===== src/rtl/loader_pkg.sv =====
// Shared constants for the serial program loader: sync marker and loader FSM encoding.
// Pure declarations, no logic, no latency, no flow control.
package loader_pkg;

  localparam logic [7:0] SYNC_BYTE = 8'hA5;

  typedef enum logic [2:0] {
    WAIT_SYNC = 3'd0,
    GET_LEN   = 3'd1,
    GET_HI    = 3'd2,
    GET_LO    = 3'd3,
    GET_SUM   = 3'd4
  } loadState_t;

endpackage


===== src/rtl/uart_rx.sv =====
// 8N1 UART receiver with a 2-flop input synchronizer and mid-bit sampling.
// Byte-valid pulses 1 cycle after the stop-bit mid-sample; no backpressure, the consumer must take every byte.
module uart_rx #(
  parameter int CLKS_PER_BIT = 16
) (
  input  logic       i_clk,
  input  logic       i_reset,
  input  logic       i_rx,
  output logic [7:0] o_data,
  output logic       o_valid,
  output logic       o_frameErr
);

  localparam int CW = (CLKS_PER_BIT > 1) ? $clog2(CLKS_PER_BIT) : 1;
  localparam logic [CW-1:0] HALF_M1 = CW'(CLKS_PER_BIT / 2 - 1);
  localparam logic [CW-1:0] FULL_M1 = CW'(CLKS_PER_BIT - 1);

  typedef enum logic [1:0] {RX_IDLE, RX_START, RX_DATA, RX_STOP} rxState_t;

  rxState_t       rxState;
  logic           rxMeta;
  logic           rxSync;
  logic           rxPrev;
  logic [CW-1:0]  baudCnt;
  logic [2:0]     bitIdx;
  logic [7:0]     shiftReg;

  always_ff @(posedge i_clk) begin
    if (i_reset) begin
      rxMeta     <= 1'b1;
      rxSync     <= 1'b1;
      rxPrev     <= 1'b1;
      rxState    <= RX_IDLE;
      baudCnt    <= '0;
      bitIdx     <= '0;
      shiftReg   <= '0;
      o_data     <= '0;
      o_valid    <= 1'b0;
      o_frameErr <= 1'b0;
    end else begin
      rxMeta     <= i_rx;
      rxSync     <= rxMeta;
      rxPrev     <= rxSync;
      o_valid    <= 1'b0;
      o_frameErr <= 1'b0;
      case (rxState)
        RX_IDLE: begin
          baudCnt <= '0;
          // Only a genuine 1->0 transition starts a byte, so a line stuck low after a bad stop bit is ignored.
          if (rxPrev && !rxSync) rxState <= RX_START;
        end
        RX_START: begin
          if (baudCnt == HALF_M1) begin
            baudCnt <= '0;
            bitIdx  <= '0;
            rxState <= rxSync ? RX_IDLE : RX_DATA;
          end else begin
            baudCnt <= baudCnt + 1'b1;
          end
        end
        RX_DATA: begin
          if (baudCnt == FULL_M1) begin
            baudCnt  <= '0;
            shiftReg <= {rxSync, shiftReg[7:1]};
            if (bitIdx == 3'd7) rxState <= RX_STOP;
            else                bitIdx  <= bitIdx + 1'b1;
          end else begin
            baudCnt <= baudCnt + 1'b1;
          end
        end
        RX_STOP: begin
          if (baudCnt == FULL_M1) begin
            baudCnt <= '0;
            rxState <= RX_IDLE;
            if (rxSync) begin
              o_data  <= shiftReg;
              o_valid <= 1'b1;
            end else begin
              o_frameErr <= 1'b1;
            end
          end else begin
            baudCnt <= baudCnt + 1'b1;
          end
        end
        default: rxState <= RX_IDLE;
      endcase
    end
  end

endmodule


===== src/rtl/prog_loader.sv =====
// Loads a framed, checksummed program image from UART into instruction memory and gates CPU reset.
// Write strobe 1 cycle after each word's second byte; flags 1 cycle after byte-valid; no backpressure on the write port.
module prog_loader
  import loader_pkg::*;
#(
  parameter int CLKS_PER_BIT = 16,
  parameter int ADDR_WIDTH   = 8
) (
  input  logic                  i_clk,
  input  logic                  i_reset,
  input  logic                  i_rx,
  output logic                  o_instrWe,
  output logic [ADDR_WIDTH-1:0] o_instrAddr,
  output logic [15:0]           o_instrData,
  output logic                  o_cpuReset,
  output logic                  o_busy,
  output logic                  o_done,
  output logic                  o_error
);

  logic [7:0]  rxData;
  logic        rxValid;
  logic        rxFrameErr;
  loadState_t  state;
  logic [8:0]  wordCnt;
  logic [7:0]  sum;
  logic [7:0]  opcode;

  uart_rx #(.CLKS_PER_BIT(CLKS_PER_BIT)) u_rx (
    .i_clk      (i_clk),
    .i_reset    (i_reset),
    .i_rx       (i_rx),
    .o_data     (rxData),
    .o_valid    (rxValid),
    .o_frameErr (rxFrameErr)
  );

  always_ff @(posedge i_clk) begin
    if (i_reset) begin
      state       <= WAIT_SYNC;
      wordCnt     <= '0;
      sum         <= '0;
      opcode      <= '0;
      o_instrWe   <= 1'b0;
      o_instrAddr <= '0;
      o_instrData <= '0;
      o_cpuReset  <= 1'b1;
      o_busy      <= 1'b0;
      o_done      <= 1'b0;
      o_error     <= 1'b0;
    end else begin
      o_instrWe <= 1'b0;
      // Address moves on only after the strobe cycle so addr/data stay stable while We is high.
      if (o_instrWe) o_instrAddr <= o_instrAddr + 1'b1;

      if (rxFrameErr && state != WAIT_SYNC) begin
        o_error    <= 1'b1;
        o_busy     <= 1'b0;
        o_cpuReset <= 1'b1;
        state      <= WAIT_SYNC;
      end else if (rxValid) begin
        case (state)
          WAIT_SYNC: begin
            if (rxData == SYNC_BYTE) begin
              o_cpuReset  <= 1'b1;
              o_done      <= 1'b0;
              o_error     <= 1'b0;
              o_busy      <= 1'b1;
              o_instrAddr <= '0;
              sum         <= '0;
              state       <= GET_LEN;
            end
          end
          GET_LEN: begin
            wordCnt <= (rxData == 8'd0) ? 9'd256 : {1'b0, rxData};
            state   <= GET_HI;
          end
          GET_HI: begin
            opcode <= rxData;
            sum    <= sum + rxData;
            state  <= GET_LO;
          end
          GET_LO: begin
            sum         <= sum + rxData;
            o_instrWe   <= 1'b1;
            o_instrData <= {opcode, rxData};
            wordCnt     <= wordCnt - 1'b1;
            state       <= (wordCnt == 9'd1) ? GET_SUM : GET_HI;
          end
          GET_SUM: begin
            if (rxData == sum) begin
              o_done     <= 1'b1;
              o_cpuReset <= 1'b0;
            end else begin
              o_error <= 1'b1;
            end
            o_busy <= 1'b0;
            state  <= WAIT_SYNC;
          end
          default: state <= WAIT_SYNC;
        endcase
      end
    end
  end

endmodule


===== config.mk =====
export PLATFORM = sky130hd
export DESIGN_NAME = prog_loader
export DESIGN_NICKNAME = d
export VERILOG_FILES = /design/src/rtl/loader_pkg.sv /design/src/rtl/uart_rx.sv /design/src/rtl/prog_loader.sv
export SDC_FILE = /design/constraint.sdc
export NUM_CORES = 1
export LEC_CHECK = 0
export ABC_AREA = 1
export CAP_MARGIN = 20
export CELL_PAD_IN_SITES_DETAIL_PLACEMENT = 1
export CELL_PAD_IN_SITES_GLOBAL_PLACEMENT = 1
export CORE_ASPECT_RATIO = 0.5
export CORE_MARGIN = 3
export CORE_UTILIZATION = 50
export CTS_CLUSTER_DIAMETER = 60
export DETAILED_ROUTE_END_ITERATION = 10
export DONT_BUFFER_PORTS = 1
export GPL_TIMING_DRIVEN = 1
export PLACE_DENSITY_LB_ADDON = 0.1
export SLEW_MARGIN = 20
export SYNTH_ARGS = -nofsm -noshare
export SYNTH_HDL_FRONTEND = slang
export SYNTH_SLANG_ARGS = --single-unit

===== constraint.sdc =====
create_clock -name i_clk -period 2.88 [get_ports i_clk]
set_input_delay 0.864 -clock i_clk [delete_from_list [all_inputs] [get_ports i_clk]]
set_output_delay 0.864 -clock i_clk [all_outputs]
set_load 0.02 [all_outputs]

# Word level (Yosys, flattened, before mapping)
# Cells that the tools add are included.
# op_classes
addsub	5
eq_ne	23
muxes	40
n_bitwise	4
n_reduce_logical	31
# ops
operator	count
2-to-1 mux 8 bit	6
case mux 9 bit (2 select lines)	1
case mux 8 bit (2 select lines)	1
AND reduction 4 bit	4
2-to-1 mux 3 bit	5
AND reduction 3 bit	5
2-to-1 mux 2 bit	6
case mux 3 bit (4 select lines)	1
case mux 4 bit (3 select lines)	1
2-to-1 mux 1 bit	10
!= test 2 x 1 -> 1 bit, second input constant	5
AND reduction 5 bit	2
nonzero test 2 bit	5
equality test 9 x 1 -> 1 bit, second input constant	1
2-to-1 mux 9 bit	1
subtractor 9 x 1 -> 9 bit, second input constant	1
adder 8 x 1 -> 8 bit, second input constant	1
adder 8 bit	1
equality test 8 bit	1
equality test 8 bit, second input constant	1
zero test 8 bit	1
2-to-1 mux 4 bit	2
case mux 1 bit (2 select lines)	4
case mux 2 bit (4 select lines)	1
21 further kinds	36
# word_totals
reg_bits	87
inputBits	3
out_inout_bits	29
elab_cells	124

# Logic depth before layout (Yosys ltp)
# logic_depth
ltp_word	6
mapped_depth	10
mapped_depth_nobuf	9

# By module
# From an unflattened synthesis, not the netlist that was laid out.
# hier_totals
hier_cells	555
hier_area_um2	4130.2
# by_module_without_submodules
module	instances	cells_each	area_per_inst_um2
prog_loader	1	400	2896.5
uart_rx	1	155	1233.7

# Least setup slack after synthesis
# OpenSTA, ideal clock, no wires.
# synth_path
path_kind	input -> register
from	in i_reset
to	reg o_cpuReset
arrival_ps	1491
setup_slack_ps	1266
stages	4
path_buffers	1
path_cell_list	inv_1 -> clkbuf_1 -> nand2_1 -> nand3b_1
# synth_between
elab_chain_len	1
# synth_lines
item	line	source
from (decl)	prog_loader.sv:10	input logic i_reset,
OR reduction 2 bit (no source line)	-	
to (signal assigned)	prog_loader.sv:47	o_cpuReset <= 1'b1;
to (signal assigned)	prog_loader.sv:59	o_cpuReset <= 1'b1;
to (signal assigned)	prog_loader.sv:65	o_cpuReset <= 1'b1;
to (decl)	prog_loader.sv:15	output logic o_cpuReset,
# No other way between the ends.
# A chain may end at the register's enable or synchronous reset.

# Worst setup path in the final report
# layout_path
from	reg u_rx.baudCnt[0]
to	reg u_rx.o_data[3]
# layout_between
elab_chain_len	2
# layout_lines
item	line	source
from (decl)	uart_rx.sv:24	logic [CW-1:0] baudCnt;
from (signal assigned)	uart_rx.sv:58	baudCnt <= baudCnt + 1'b1;
from (signal assigned)	uart_rx.sv:68	baudCnt <= baudCnt + 1'b1;
from (signal assigned)	uart_rx.sv:82	baudCnt <= baudCnt + 1'b1;
equality test 4 bit	uart_rx.sv:72	if (baudCnt == FULL_M1) begin
AND reduction 3 bit (no source line)	-	
to (signal assigned)	uart_rx.sv:76	o_data <= shiftReg;
to (decl)	uart_rx.sv:9	output logic [7:0] o_data,
# No other way between the ends.

==> flow_summary.yaml <==
synthesis:
  synth.net_count: 581
  synth_compound_area_share_pct: 12.6
  yosys.area_share.simple_pct: 30.5
  syn_area_sq_um: 4100
  synth-edff-count: 0
  ys_types: 35
  syn_inst: 564
  ys_seq_area_share_pct: 42.5
  synth_mux_area_share_pct: 0.244
  synth_top_family_by_area: "simple AND/OR/NAND/NOR gates"
  ys_async_sr_fraction_pct: 0
  yosys.area_share.adder_pct: 4.45
  synth.avg_cell_area_sq_um: 7.27
  synth-xor-area-share_pct: 1.28
  ys.flop_type: "dfxtp_1"
  yosysWarnings: 0
  synth-seq-cells: 87
global_route:
  grt_pass1_vias: 3725
  grt_antenna_before_repair: 0
  grt_overflow: 0
  grt_pass1_wl_mm: 18.4
  grt.total_usage_pct: 24.3
  grt_max_degree: 41
floorplan:
  rows: 22
  die_h_um: 70.0
  fp.dieW_um: 134
  dieArea_sq_um: 9390
  initial_core_util_pct: 53.8
  pin_count: 32
  core_area_sq_um: 7620
final_layout:
  syn2layout_area_growth_pct: 7.38
  postLayoutCellArea_sq_um: 4400
  final_nets: 576
  drive_gt1_share_pct: 5.86
  multi_input_area_sq_um: 2010
  n_fill_cell: 1038
  antennaDiodeCount: 0
  ff_latch_area_sq_um: 1740
placement:
  dp_hpwl_mm: 8.00
  place_area_sq_um: 4120
  gp_congestion: 0.895
  portBuffers: 0
clock_tree:
  postCtsResizedCells: 0
  clk_pin_slew_ns: 0.06
  numClockSinks: 87
  clockBufferDepth: 2
  cts_hold_buf: 0
  clkLatencyLatePin_ns: 0.34
  htreeDepth: 3
  cts_tree: "yes"
  cts-buffers-inserted: 9
  post_cts_buffers: 0
  cts-root-buf: "clkbuf_16"
detailed_routing:
  drt_iter0_drc: 193
  routed_via_density: 5.46
  route.detailed.drc: 0
  wire_per_inst_um: 16.5
  first_pass_iters: 4
  num_vias: 3664
  postRouteAntennaNets: 0
  wl_mm: 11.0
pwr:
  ir_worst_vdd_mv: 0.374
  total_power_uw: 2430
  p_per_area_nw_per_um2: 551
  power_leakage_uw: 0.00183
setup_path:
  crit_path_cell_trace: "ha_1 -> nand3_1 -> nor2_1 -> nand3_1 -> o21ai_0 -> a21oi_1"
  crit_slowest_cell: "nand3_1"
  critPathRequiredTime_ns: 3.08
  critPathBufInv: 0
  path_common_cell: "nand3_1"
  critical_path.endpoint_type: "flip-flop"
  cpLargestDelayFamily: "simple AND/OR/NAND/NOR gates"
  cp_slowest_stage_delay_ns: 0.41
  arrival_ns: 2.16
  cp_max_fo: 17
  critPathLaunchType: "flip-flop"
  crit_type: "flip-flop to flip-flop"
sta:
  period_share_pct: 68.0
  fin_skew_ns: 0.00445
  period_needed_ns: 1.96
  hold_viol_final: 0
  setup_viol: 0
  fin_tns_setup_ns: 0
  max_slew_margin_pct: 47.3
  worst_pin_slew_ns: 0.789
  max_freq_mhz: 511
  slew_violations: 0
  rsz0062_at_grt: "no"
status:
  run_status: "complete, no violations"
run:
  drv_cap: 0
min_path:
  hp-class: "flip-flop to flip-flop"
## cells in the mapped netlist (all sizes together) (2+ instances only)
master  instances  area share, %
a21oi          64            7.8
buf            10            2.4
clkbuf          7           0.64
dfxtp          87             42
ha             13            4.0
inv            58            5.4
nand2         118             12
nand3          57            7.2
nand4           7            1.4
nor2           80            7.7
nor3            8           0.98
nor3b           3           0.55
o211ai          2           0.37
o21ai          35            4.3
or2             3           0.46
xor2            5            1.1
## worst paths after layout
kind | depth (start not counted) | slack [ns] | endpoint | startpoint
setup / recovery | 6 | 0.92 | u_rx.o_data[3]$_SDFFE_PP0P_ | u_rx.baudCnt[0]$_SDFF_PP0_
hold reg to reg | 1 | 0.42 | u_rx.rxSync$_SDFF_PP1_ | u_rx.rxMeta$_SDFF_PP1_
setup reg to reg | 6 | 0.92 | u_rx.o_data[3]$_SDFFE_PP0P_ | u_rx.baudCnt[0]$_SDFF_PP0_
hold / removal | 1 | 0.42 | u_rx.rxSync$_SDFF_PP1_ | u_rx.rxMeta$_SDFF_PP1_
## registers in the layout, indices dropped and copies added (netlist names), 3 cells and up, named ones only
signal,flops
u_rx.o_data,8
sum,8
u_rx.baudCnt,4
u_rx.shiftReg,8
wordCnt,9
u_rx.bitIdx,3
o_instrAddr,8
state,3
opcode,8
o_instrData,16
## metrics by stage
step	worst slack, ns	cells	hold slack (ns)	util [%]
global placement	1.02	656	0.400	54.0
finish	0.923	671	0.415	57.8
detailed placement	0.961	656	0.401	54.0
CTS	0.912	671	0.420	57.8
global route	0.719	671	0.433	57.8
floorplan	1.27	564	0.389	-
## layout make-up
| type | count | share of cell area, % |
|---|---|---|
| Multi-Input combinational cell | 402 | 45.7 |
| Sequential cell | 87 | 39.5 |
| Clock buffer | 13 | 6.14 |
| Inverter | 58 | 5.00 |
| Tap cell | 108 | 3.07 |
| Clock inverter | 2 | 0.341 |
| Timing Repair Buffer | 1 | 0.170 |
## worst reg2reg max path, stage by stage (launching register included)
cell and delay, ns:
dfxtp_1 0.36, ha_1 0.20, nand3_1 0.20, nor2_1 0.16
nand3_1 0.41, o21ai_0 0.42, a21oi_1 0.08
## per-layer routing
metal | part of all wire [%] | global-route usage, %
met5 | 0 | 0
met4 | 0.59 | 4.97
met1 | 46 | 31.6
met2 | 47 | 40.3
met3 | 7.0 | 7.27
## report_power, final
| group | total (uW) | leakage [uW] | switching (uW) | internal, uW |
|---|---|---|---|---|
| Sequential | 1230 | 0.000702 | 9.77 | 1220 |
| Combinational | 90.0 | 0.000994 | 60.1 | 29.9 |
| Clock | 1110 | 0.000134 | 457 | 651 |
## cells in the final DEF, fill, tap and decap left out
cell type | synthesis | layout
ha_1 | 13 | 13
nand3b_1 | 1 | 1
and3_1 | 1 | 1
or2_1 | 1 | 1
o21ai_1 | 2 | 2
nand4_1 | 6 | 6
o211ai_1 | 2 | 2
nor3_1 | 8 | 8
inv_2 | 4 | 4
nand2_8 | 1 | 1
buf_4 | 2 | 1
nand3_2 | 2 | 2
nor2_1 | 78 | 78
nand3_1 | 55 | 55
clkbuf_1 | 7 | 1
o21ai_0 | 33 | 33
clkinvlp_4 | 0 | 2
nand2_4 | 2 | 2
nor4_1 | 1 | 1
a21oi_1 | 64 | 64
a31oi_1 | 1 | 1
mux2i_1 | 1 | 1
nand2_2 | 3 | 3
nor2_4 | 2 | 2
nand2_1 | 112 | 112
inv_1 | 53 | 53
clkbuf_8 | 0 | 3
or2_2 | 2 | 2
clkbuf_16 | 0 | 9
xnor2_1 | 1 | 1
nor3b_1 | 3 | 3
nand4_4 | 1 | 1
dfxtp_1 | 87 | 87
inv_4 | 1 | 1
xor2_1 | 5 | 5
fa_1 | 1 | 1
## cell families (layout without fill, tap and decap cells)
family	after synthesis	count (layout)
compound gates	102	102
xor+xnor	6	6
fa+ha+maj	14	14
buf+inv	75	74
flops	87	87
mux	1	1
simple gates	279	279
(Power assumes the default switching activity.)
